==> src/rtl/page_queue_pkg.sv <==
`default_nettype none
// ============================================================================
// page_queue_pkg : constants and helpers shared by the page input/output queues
// Revision: 1.0
// ============================================================================
package page_queue_pkg;

  localparam int PQ_DEPTH   = 16;
  localparam int PQ_WIDTH   = 9;
  localparam int PQ_RESERVE = 2;

  // Token layout: {data[WIDTH-1:1], eos}
  localparam int EOS_BIT  = 0;
  localparam int DATA_LSB = 1;

  // Occupancy needs one extra bit so that DEPTH itself is representable
  function automatic int cnt_width(input int depth);
    return $clog2(depth) + 1;
  endfunction

endpackage
`default_nettype wire

==> src/rtl/page_queue_ram.sv <==
`default_nettype none
// ============================================================================
// page_queue_ram : DEPTH x WIDTH token store, synchronous write, async read
// Revision: 1.0
// ============================================================================
module page_queue_ram #(
  parameter int DEPTH = 16,
  parameter int WIDTH = 9,
  parameter int AW    = $clog2(DEPTH)
) (
  input  logic             clk,
  input  logic             i_we,
  input  logic [AW-1:0]    i_waddr,
  input  logic [WIDTH-1:0] i_wdata,
  input  logic [AW-1:0]    i_raddr,
  output logic [WIDTH-1:0] o_rdata
);

  // Contents are deliberately not reset; occupancy tracking masks stale slots
  logic [WIDTH-1:0] r_mem [DEPTH];

  always_ff @(posedge clk) begin
    if (i_we) begin
      r_mem[i_waddr] <= i_wdata;
    end
  end

  assign o_rdata = r_mem[i_raddr];

endmodule
`default_nettype wire

==> src/rtl/page_out_queue.sv <==
`default_nettype none
// ============================================================================
// page_out_queue : page output stream queue with early (reserved) back-pressure
// Revision: 1.0
// ============================================================================
module page_out_queue
  import page_queue_pkg::*;
#(
  parameter int DEPTH   = PQ_DEPTH,
  parameter int WIDTH   = PQ_WIDTH,
  parameter int RESERVE = PQ_RESERVE
) (
  input  logic                        clock,
  input  logic                        reset,
  input  logic [WIDTH-1:0]            qin_d,
  input  logic                        qin_v,
  output logic                        qin_b,
  output logic [WIDTH-1:0]            qout_d,
  output logic                        qout_v,
  input  logic                        qout_b,
  output logic [$clog2(DEPTH):0]      level,
  output logic                        ovf
);

  localparam int AW = $clog2(DEPTH);
  localparam int CW = cnt_width(DEPTH);
  localparam logic [CW-1:0] C_FULL   = CW'(DEPTH);
  localparam logic [CW-1:0] C_THRESH = CW'(DEPTH - RESERVE);

  logic [AW-1:0] r_wr_ptr;
  logic [AW-1:0] r_rd_ptr;
  logic [CW-1:0] r_count;
  logic          r_qin_b;
  logic          r_ovf;

  logic          w_full;
  logic          w_deq;
  logic          w_enq;
  logic          w_ovf_evt;
  logic [CW-1:0] w_count_next;

  assign w_full    = (r_count == C_FULL);
  assign qout_v    = (r_count != '0);
  assign w_deq     = qout_v && !qout_b;
  // A write into a full array still succeeds when the head leaves this cycle
  assign w_enq     = qin_v && (!w_full || w_deq);
  assign w_ovf_evt = qin_v && w_full && !w_deq;

  assign w_count_next = r_count + CW'(w_enq) - CW'(w_deq);

  always_ff @(posedge clock or negedge reset) begin
    if (!reset) begin
      r_wr_ptr <= '0;
      r_rd_ptr <= '0;
      r_count  <= '0;
      r_qin_b  <= 1'b0;
      r_ovf    <= 1'b0;
    end else begin
      if (w_enq) begin
        r_wr_ptr <= r_wr_ptr + AW'(1);
      end
      if (w_deq) begin
        r_rd_ptr <= r_rd_ptr + AW'(1);
      end
      r_count <= w_count_next;
      // Asserted early so RESERVE in-flight tokens still fit after the stall
      r_qin_b <= (w_count_next >= C_THRESH);
      if (w_ovf_evt) begin
        r_ovf <= 1'b1;
      end
    end
  end

  page_queue_ram #(
    .DEPTH (DEPTH),
    .WIDTH (WIDTH),
    .AW    (AW)
  ) u_ram (
    .clk     (clock),
    .i_we    (w_enq),
    .i_waddr (r_wr_ptr),
    .i_wdata (qin_d),
    .i_raddr (r_rd_ptr),
    .o_rdata (qout_d)
  );

  assign qin_b = r_qin_b;
  assign level = r_count;
  assign ovf   = r_ovf;

endmodule
`default_nettype wire

==> config.mk <==
export PLATFORM = sky130hd
export DESIGN_NAME = page_out_queue
export DESIGN_NICKNAME = d
export VERILOG_FILES = /design/src/rtl/page_queue_pkg.sv /design/src/rtl/page_queue_ram.sv /design/src/rtl/page_out_queue.sv
export SDC_FILE = /design/constraint.sdc
export NUM_CORES = 1
export LEC_CHECK = 0
export CAP_MARGIN = 20
export CORE_ASPECT_RATIO = 1.25
export CORE_UTILIZATION = 63
export DETAILED_ROUTE_END_ITERATION = 12
export DONT_BUFFER_PORTS = 1
export GPL_ROUTABILITY_DRIVEN = 0
export PLACE_DENSITY = 0.89
export SYNTH_ARGS = -nofsm -noshare
export SYNTH_HDL_FRONTEND = slang
export SYNTH_SLANG_ARGS = --single-unit
==> constraint.sdc <==
create_clock -name clock -period 2.95 [get_ports clock]
set_input_delay 0.4425 -clock clock [delete_from_list [all_inputs] [get_ports clock]]
set_output_delay 0.4425 -clock clock [all_outputs]
set_load 0.02 [all_outputs]
# Yosys cells after proc, flatten, opt, wreduce, memory -nomap -nowiden
# Memory sizes are Yosys's and may differ from the RTL's.
# Cells that the tools add are included.
[word_totals]
reg_bits = 15
mem_count = 1
in_bits = 13
out_inout_bits = 17
ramBits = 144
[classes]
n_eq_ne = 1
muxes = 2
reduce_logical = 9
add_sub_neg = 4
magnitude_cmp = 1
[mem_list]
columns = ["name", "depth", "width", "read_ports", "rd_ports_with_merged_regs", "write_ports", "line_no", "text"]
rows = [
  ["u_ram.r_mem", 16, 9, 1, 0, 1, "page_queue_ram.sv:20", "logic [WIDTH-1:0] r_mem [DEPTH];"],
]
[op_table]
columns = ["operator", "n"]
rows = [
  ["$add A4 B1 Y4 const B", 2],
  ["$add A5 B1 Y5", 1],
  ["$eq A5 B5 Y1 const B", 1],
  ["$ge A5 B4 Y1 const B", 1],
  ["$reduce_bool A5 Y1", 1],
  ["$sub A5 B1 Y5", 1],
  ["$logic_and A1 B1 Y1", 4],
  ["$logic_not A1 Y1", 3],
  ["$mux W1", 2],
  ["$logic_or A1 B1 Y1", 1],
]

# Logic depth before layout (Yosys ltp)
# Gate-level depths: netlist of the first run.
[logic_depth]
word_depth = 7
ltp_mapped = 13
mapped_depth_nobuf = 13

# By module
# From an unflattened synthesis of the first run, not the netlist that was laid out.
[hier_totals]
hier_cells = 308
area_unflattened_um2 = 6364.9
[modules_own_cells]
columns = ["module", "instances", "seq_area_each_um2", "area_each_um2", "cells_per_inst"]
rows = [
  ["page_queue_ram", 1, 4324.1, 5600.4, 245],
  ["page_out_queue", 1, 375.4, 764.5, 63],
]

# Worst setup path after synthesis of the first run
# OpenSTA, ideal clock, no wires.
[synth_timing]
path_kind = "reg2reg"
startpoint = "register r_count[2] (netlist: level[2])"
endpoint = "register r_qin_b (netlist: qin_b)"
setup_ps = 120
path_stages_with_launch = 14
path_buffers = 0
arrival_time_ps = 2772
synth_period_minus_slack_ps = 2893
path_slack_ps = 57
required_time_ps = 2830
path_cell_list = "dfrtp_1 -> inv_1 -> ha_1 -> nor3b_2 -> a31oi_2 -> inv_1 -> ha_1 -> inv_1 -> ha_1 -> fa_1 -> a21oi_1 -> o21bai_1 -> xnor2_1 -> a31o_2"
[synth_via]
elab_chain_len = 7
[synth_rtl]
columns = ["element", "line_no", "text"]
rows = [
  ["start, declared", "page_out_queue.sv:32", "logic [CW-1:0] r_count;"],
  ["start signal, assigned", "page_out_queue.sv:65", "r_count <= w_count_next;"],
  ["$eq A5 B5 Y1 / $reduce_bool A5 Y1 (equally long branches)", "page_out_queue.sv:42, page_out_queue.sv:43", ""],
  ["$logic_not A1 Y1 / $logic_and A1 B1 Y1 (equally long branches)", "page_out_queue.sv:46, page_out_queue.sv:44", ""],
  ["$logic_or A1 B1 Y1", "page_out_queue.sv:46", "assign w_enq = qin_v && (!w_full || w_deq);"],
  ["$logic_and A1 B1 Y1", "page_out_queue.sv:46", ""],
  ["$add A5 B1 Y5", "page_out_queue.sv:49", "assign w_count_next = r_count + CW'(w_enq) - CW'(w_deq);"],
  ["$sub A5 B1 Y5 *", "page_out_queue.sv:49", ""],
  ["net w_count_next[4]", "page_out_queue.sv:40", "logic [CW-1:0] w_count_next;"],
  ["$ge A5 B4 Y1 *", "page_out_queue.sv:67", "r_qin_b <= (w_count_next >= C_THRESH);"],
  ["end signal, assigned", "page_out_queue.sv:67", ""],
  ["end, declared", "page_out_queue.sv:33", "logic r_qin_b;"],
]
# The timed path passes the listed nets; every way through them passes the cells marked *.
# A chain may end at the register's enable or synchronous reset.

# Worst setup path in the final report of the first run
[layout_timing]
startpoint = "register r_rd_ptr[1]"
endpoint = "output port qout_d[5]"
[layout_via]
elab_chain_len = 1
[layout_rtl]
columns = ["element", "line_no", "text"]
rows = [
  ["start, declared", "page_out_queue.sv:31", "logic [AW-1:0] r_rd_ptr;"],
  ["start signal, assigned", "page_out_queue.sv:63", "r_rd_ptr <= r_rd_ptr + AW'(1);"],
  ["$mem_v2 Z16 W9", "-", ""],
  ["end, declared", "page_out_queue.sv:18", "output logic [WIDTH-1:0] qout_d,"],
]
# Every way passes these cells.

==> results of run 1 <==
## area by class of cell
class	count	area share, %
Clock buffer	20	6.00
Clock inverter	11	1.62
Inverter	11	0.567
Multi-Input combinational cell	162	22.2
Sequential cell	159	64.6
Tap cell	129	2.22
Timing Repair Buffer	26	2.89
## timing repair
action / 4_1_cts / 5_1_grt
endpoints found under the hold margin: 15 / 0
gates resized for setup: 0 / 1
hold buffers: 1 / 0
setup endpoints to repair: 0 / 1
## power breakdown
part           leakage [uW]  switching, uW  internal, uW
sequential          0.00148            262          2780
combinational      0.000852           1460           946
clock              0.000260            822          1230
total               0.00259           2540          4960
## flip-flops by register name (all words and copies together) (netlist names)
name,flops
ovf,1
r_wr_ptr,4
qin_b,1
u_ram.r_mem,144
level,5
r_rd_ptr,4
## metrics by stage
stage | hold slack, ps | utilization, % | instances | instance area [sq um]
2_1_floorplan | 147 | - | 348 | 6480
3_3_place_gp | 147 | 66.7 | 486 | 6710
3_5_place_dp | 147 | 66.7 | 486 | 6710
4_1_cts | 107 | 72.4 | 518 | 7280
5_1_grt | 104 | 72.4 | 518 | 7280
6_report | 119 | 72.4 | 518 | 7280
## cell usage in the layout, fill, tap and decap left out, drive strengths merged, types with 2 or more instances in the layout
cell	Yosys	final
clkbuf	1	20
nand2	17	17
a22oi	9	9
a21oi	3	3
xnor2	6	6
ha	11	11
o21ai	10	10
nor2	12	12
inv	10	11
clkinvlp	0	4
mux2i	36	36
buf	15	25
nor3	4	4
nand2b	2	2
xor2	4	4
dfrtp	15	15
a221oi	18	18
bufinv	0	2
mux4	18	18
edfxtp	144	144
clkinv	1	5
## logic make-up after synthesis
group / after synthesis / synth area share, %
adders and majority gates: 12 / 2.43
xor gates and xnor gates: 10 / 1.35
and+or+nand+nor: 40 / 2.74
buffers and inverters: 27 / 2.74
DFF: 159 / 72.5
AOI/OAI and AO/OA: 45 / 6.06
muxes: 55 / 12.2
## path summary, 6_finish.rpt
kind	startpoint	end	slack, ps	cells past startpoint
worst max register to register	level[3]	qin_b	210	12
worst max-delay path	r_rd_ptr[1]	qout_d[5]	150	6
max in group asynchronous	reset	r_rd_ptr[0]	1890	1
worst min register to register	r_wr_ptr[0]	r_wr_ptr[3]	620	2
min in group asynchronous	reset	level[0]	540	1
worst min-delay path	qin_d[1]	u_ram.r_mem[14][1]	120	0
## routing by layer
layer  GRT usage (%)  vias to the layer above  part of all wire, %
li1                -                     1446                    -
met1            32.6                     1706                   38
met2            43.8                      189                   52
met3            6.76                       38                  6.6
met4            13.5                        0                  2.9
met5               0                        -                    0
==> reports/qor.yml, run 1 <==
syn_inst: 348
finalHoldViolations: 0
ir_worst_vdd_mv: 0.764
start_kind: "flip-flop"
path_common_cell: "buf_4"
num-fill-cells: 599
syn_area_sq_mm: 0.00648
slew_viol_final: 0
clock.fmax_mhz: 357
grt_pass1_vias: 3450
fin_nets: 402
n_antenna_cell: 0
h-tree-depth: 4
async_reset_ff_share_pct: 9.43
worstPathCellList: "buf_4, nor2b_1, buf_4, a221oi_2, o21ai_0, nand2_1"
ys_types: 37
cts_buffer_depth: 2
die_x_um: 92.7
critical-path-slowest-cell: "dfrtp_1"
die_h_um: 115
grt_overflow: 0
synth.top_cells.by_area: "edfxtp_1, dfrtp_1, mux2i_1, mux4_2, ha_1"
grt_setup_unrepaired: "false"
numCtsBuffers: 17
place_ws_ps: 221
drc_errors: 0
wl_um: 13000
hold_path.class: "input pin to flip-flop"
clock_skew_ps: 7.01
synth_top_cell_by_area: "edfxtp_1"
crit_type: "flip-flop to primary output"
ys_seq_area_share_pct: 72.5
fp.coreArea_sq_mm: 0.0101
start_util_pct: 64.5
cts.sink_count: 159
syn_nets: 373
layout_setup_ws_ps: 151
grt_max_degree: 52
vias: 3379
finalSetupViolations: 0
hpwl_um: 7970
min_period_ps: 2800
fin_crit_sh_pct: 94.9
cap_viol_max_count: 0
finalPower_uw: 7500
post-cts-setup-buffers: 0
max_slew_margin_pct: 49.7
path_buf_inv: 2
clock_latency_ps: 420
wl_per_cell_um: 25.1
slowest_delay_ps: 480
grt_usage_pct: 26.4
cts_tree: "yes"
drt-pass1-iter-count: 5
status: "completed"
ios: 30
cp_max_fo: 18
synth_edf_count: 144
power_density_mw_per_mm2: 1030
crit_path_end_kind: "primary output"
root_buffer: "clkbuf_16"
drtIter0Drc: 386
avgSynthCellArea_sq_um: 18.6
crit_family: "buffers and inverters"
seq_area_sq_mm: 0.00470
tns_ps: 0
antenna_found_initial: 0
drive_gt1_share_pct: 20.8
dieArea_sq_mm: 0.0107
path_clk_slew_ps: 60
synth_top_area_share_pct: 66.7
vias_per_cell: 6.52
grt_first_pass_wirelength_um: 19700
cp.required_ps: 2510
leakage_uw: 0.00259
ys_seq_elements: 159
ant_nets: 0
arrival_ps: 2360
synth.most_common_cell: "edfxtp_1"
yosysWarnings: 0
ys.flop_type: "edfxtp_1"
rows: 41
syn_to_final_growth_pct: 12.3
ys_top_cells_by_count: "edfxtp_1, mux2i_1, nand2_1"
worst_pin_slew_ps: 751
io_buffers: 0
multi_input_area_sq_mm: 0.00161
No activity file was read; power rests on OpenSTA's default activity.
==> run 2, diff against run 1 <==
--- a/config.mk
+++ b/config.mk
@@ -11,7 +11,8 @@
 export DETAILED_ROUTE_END_ITERATION = 12
 export DONT_BUFFER_PORTS = 1
 export GPL_ROUTABILITY_DRIVEN = 0
-export PLACE_DENSITY = 0.89
+export PLACE_DENSITY = 0.78
 export SYNTH_ARGS = -nofsm -noshare
 export SYNTH_HDL_FRONTEND = slang
+export SYNTH_HIERARCHICAL = 1
 export SYNTH_SLANG_ARGS = --single-unit
==> reports/qor.yml, run 2 <==
syn_inst: 308  # -11%
pwr-share-comb_pct: 30.5  # -1.5 points
finalHoldViolations: 0  # unchanged
ys.flop_type: "edfxtp_1"
hold_path.class: "input pin to flip-flop"
mostFrequentLayoutCell: "edfxtp_1"
synth_edf_count: 144  # unchanged
drtIter0Drc: 281  # -27%
r2r-end: "qin_b"
yosysWarnings: 6  # +6
rows: 40  # -2.4%
crit_path_end_kind: "flip-flop"
slew_viol_final: 0  # unchanged
regMostFlops: "u_ram/r_mem"
cts_tree: "yes"
io_buffers: 0  # unchanged
grt_usage_pct: 25.7  # -0.68 points
root_buffer: "clkbuf_16"
start_kind: "flip-flop"
reg2reg_from: "level[2]"
clock.fmax_mhz: 361  # +1.2%
tns_ps: 0  # unchanged
holdWs_ps: 120  # +1.03 ps
dieArea_sq_mm: 0.0105  # -1.8%
drc_errors: 0  # unchanged
syn_area_sq_mm: 0.00636  # -1.9%
synth_top_cell_by_area: "edfxtp_1"
post-route-util_pct: 74.1  # +1.6 points
clock_latency_ps: 410  # about the same
synth_top_area_share_pct: 67.9  # +1.3 points
worstHoldStart: "qin_d[7]"
fp.coreArea_sq_mm: 0.00971  # -3.4%
fin_nets: 362  # -10%
ys_seq_elements: 159  # unchanged
syn_to_final_growth_pct: 13.0
cp.required_ps: 3250  # +740 ps
critical-path-slowest-cell: "fa_1"
seqPwrFrac_pct: 41.2  # +0.6 points
cap_viol_max_count: 0  # unchanged
n_antenna_cell: 0  # unchanged
hpwl_um: 6970  # -13%
fin_crit_sh_pct: 93.8  # -1.1 points
grt_max_degree: 40  # -23%
cp_max_fo: 3  # -15
ys_types: 40  # +8.1%
layout_common_cells: "edfxtp_1, buf_4, mux4_2, a22oi_1, clkbuf_16"
async_reset_ff_share_pct: 9.43  # unchanged
die_x_um: 91.9  # -0.91%
synth.top_cells.by_area: "edfxtp_1, mux4_2, mux4_1, dfrtp_1, a22oi_1"
die_h_um: 114  # -0.92%
ys_seq_area_share_pct: 73.8  # +1.4 points
avgSynthCellArea_sq_um: 20.7  # +11%
vias_per_cell: 6.25  # -4.1%
wl_per_cell_um: 25.4  # +1.4%
start_util_pct: 65.6  # +1.1 points
cts.sink_count: 159  # unchanged
switching_power_uw: 2280  # -10%
place_area_sq_mm: 0.00662  # -1.4%
vias: 2996  # -11%
power_density_mw_per_mm2: 1020  # -1.1%
worst_pin_slew_ps: 683  # -68.2 ps
whs_path_depth: 0  # unchanged
synth.most_common_cell: "edfxtp_1"
ys_top_cells_by_count: "edfxtp_1, mux4_2, a22oi_1"
grt_first_pass_wirelength_um: 18700  # -5.1%
h-tree-depth: 4  # unchanged
pwr-share-clk_pct: 28.3  # +0.9 points
antenna_found_initial: 0  # unchanged
drive_gt1_share_pct: 22.9  # +2.1 points
finalSetupViolations: 0  # unchanged
status: "completed"
reg2reg_depth: 14  # +2
swShare_pct: 31.2  # -2.7 points
numCtsBuffers: 17  # unchanged
cts_buffer_depth: 2  # unchanged
ios: 30  # unchanged
grt_pass1_vias: 3240  # -6.1%
wl_um: 12200  # -6.3%
path_clk_slew_ps: 60  # about the same
grt_setup_unrepaired: "false"
syn_nets: 330  # -12%
min_period_ps: 2770  # -32.1 ps
max_slew_margin_pct: 54.3  # +4.6 points
worstPathCellList: "inv_1, ha_1, nor3b_4, nand3_2, nand2_2, ha_1, inv_1, ha_1, inv_1, fa_1, nand2b_1, a21oi_2, xnor2_1, a31o_2"
r2r_slack_ps: 180  # -30 ps
largest_reg_flops: 144  # unchanged
min_delay_worst_endpoint: "u_ram/r_mem[5][7]"
arrival_ps: 3070  # +710 ps
clock_skew_ps: 10.3  # +3.27 ps
grt_overflow: 0  # unchanged
slowest_delay_ps: 400  # -80 ps
layout.cell_area.non_filler_sq_mm: 0.00719  # -1.2%
leakage_uw: 0.00249  # -3.9%
drt-pass1-iter-count: 4  # -1
crit_type: "flip-flop to flip-flop"
ir_worst_vdd_mv: 0.850  # +11%
ant_nets: 0  # unchanged
intPower_uw: 5040  # +1.7%
-- run 2: worst max-delay path by stage --
stage                        start                end  slack, ps  cells after the start
after global routing      level[2]              qin_b          8                     14
after floorplan           level[2]  u_ram/r_mem[0][0]        240                      8
after CTS                 level[2]              qin_b        200                     14
after detailed placement  level[2]              qin_b        230                     14
final                     level[2]              qin_b        180                     14
after global placement    level[2]              qin_b        340                     14
-- run 2: cell families after synthesis --
group	after synthesis	synth area share, %
AO/OA/AOI/OAI	24	2.79
XOR/XNOR	10	1.38
adder cells (fa/ha/maj)	9	1.89
buffers and inverters	21	2.26
flip-flops	159	73.8
multiplexers	38	14.0
AND/OR/NAND/NOR	47	3.81
-- run 2: worst max-delay path: cells and delay by family (launching register included) --
family,cells,cell delay [ps]
buffers and inverters,3,200
xor gates and xnor gates,1,100
adders and majority gates,4,930
DFF,1,370
AOI/OAI and AO/OA,2,370
and+or+nand+nor,4,680
-- run 2: area by class of cell --
cell class | instances | area (sq um)
Sequential cell | 159 | 4700
Fill cell | 545 | 2520
Multi-Input combinational cell | 128 | 1530
Clock buffer | 25 | 475
Timing Repair Buffer | 24 | 208
Tap cell | 126 | 158
Clock inverter | 7 | 87.6
Inverter | 10 | 37.5
-- run 2: routing by layer --
metal  vias to the layer above  wire length [um]  track usage, %
li1                       1324                 -               -
met1                      1555              4950            33.1
met3                        13               594            7.84
met4                         0               143            10.6
met2                       104              6500            41.4
met5                         -                 0               0
-- run 2: repair_timing --
action,in CTS,in global routing
buffers inserted,0,0
gates resized for setup,0,1
hold buffers,1,0
hold endpoints to repair,15,0
setup endpoints to repair,0,1
-- run 2: through the flow --
| step | setup WS [ps] | cells | total power [uW] |
|---|---|---|---|
| after global placement | 341 | 446 | 5180 |
| after global routing | 7.86 | 479 | 7660 |
| after floorplan | 242 | 308 | 4750 |
| after CTS | 201 | 479 | 7370 |
| after detailed placement | 226 | 446 | 5250 |
| final | 183 | 479 | 7330 |
-- run 2: power groups by stage --
| stage | sequential [uW] | clock, uW | combinational (uW) |
|---|---|---|---|
| global placement | 3030 | 0 | 2140 |
| CTS | 3020 | 2110 | 2240 |
| floorplan | 3040 | 0 | 1710 |
| detailed placement | 3060 | 0 | 2200 |
| global route | 3050 | 2200 | 2410 |
| finish | 3020 | 2070 | 2230 |
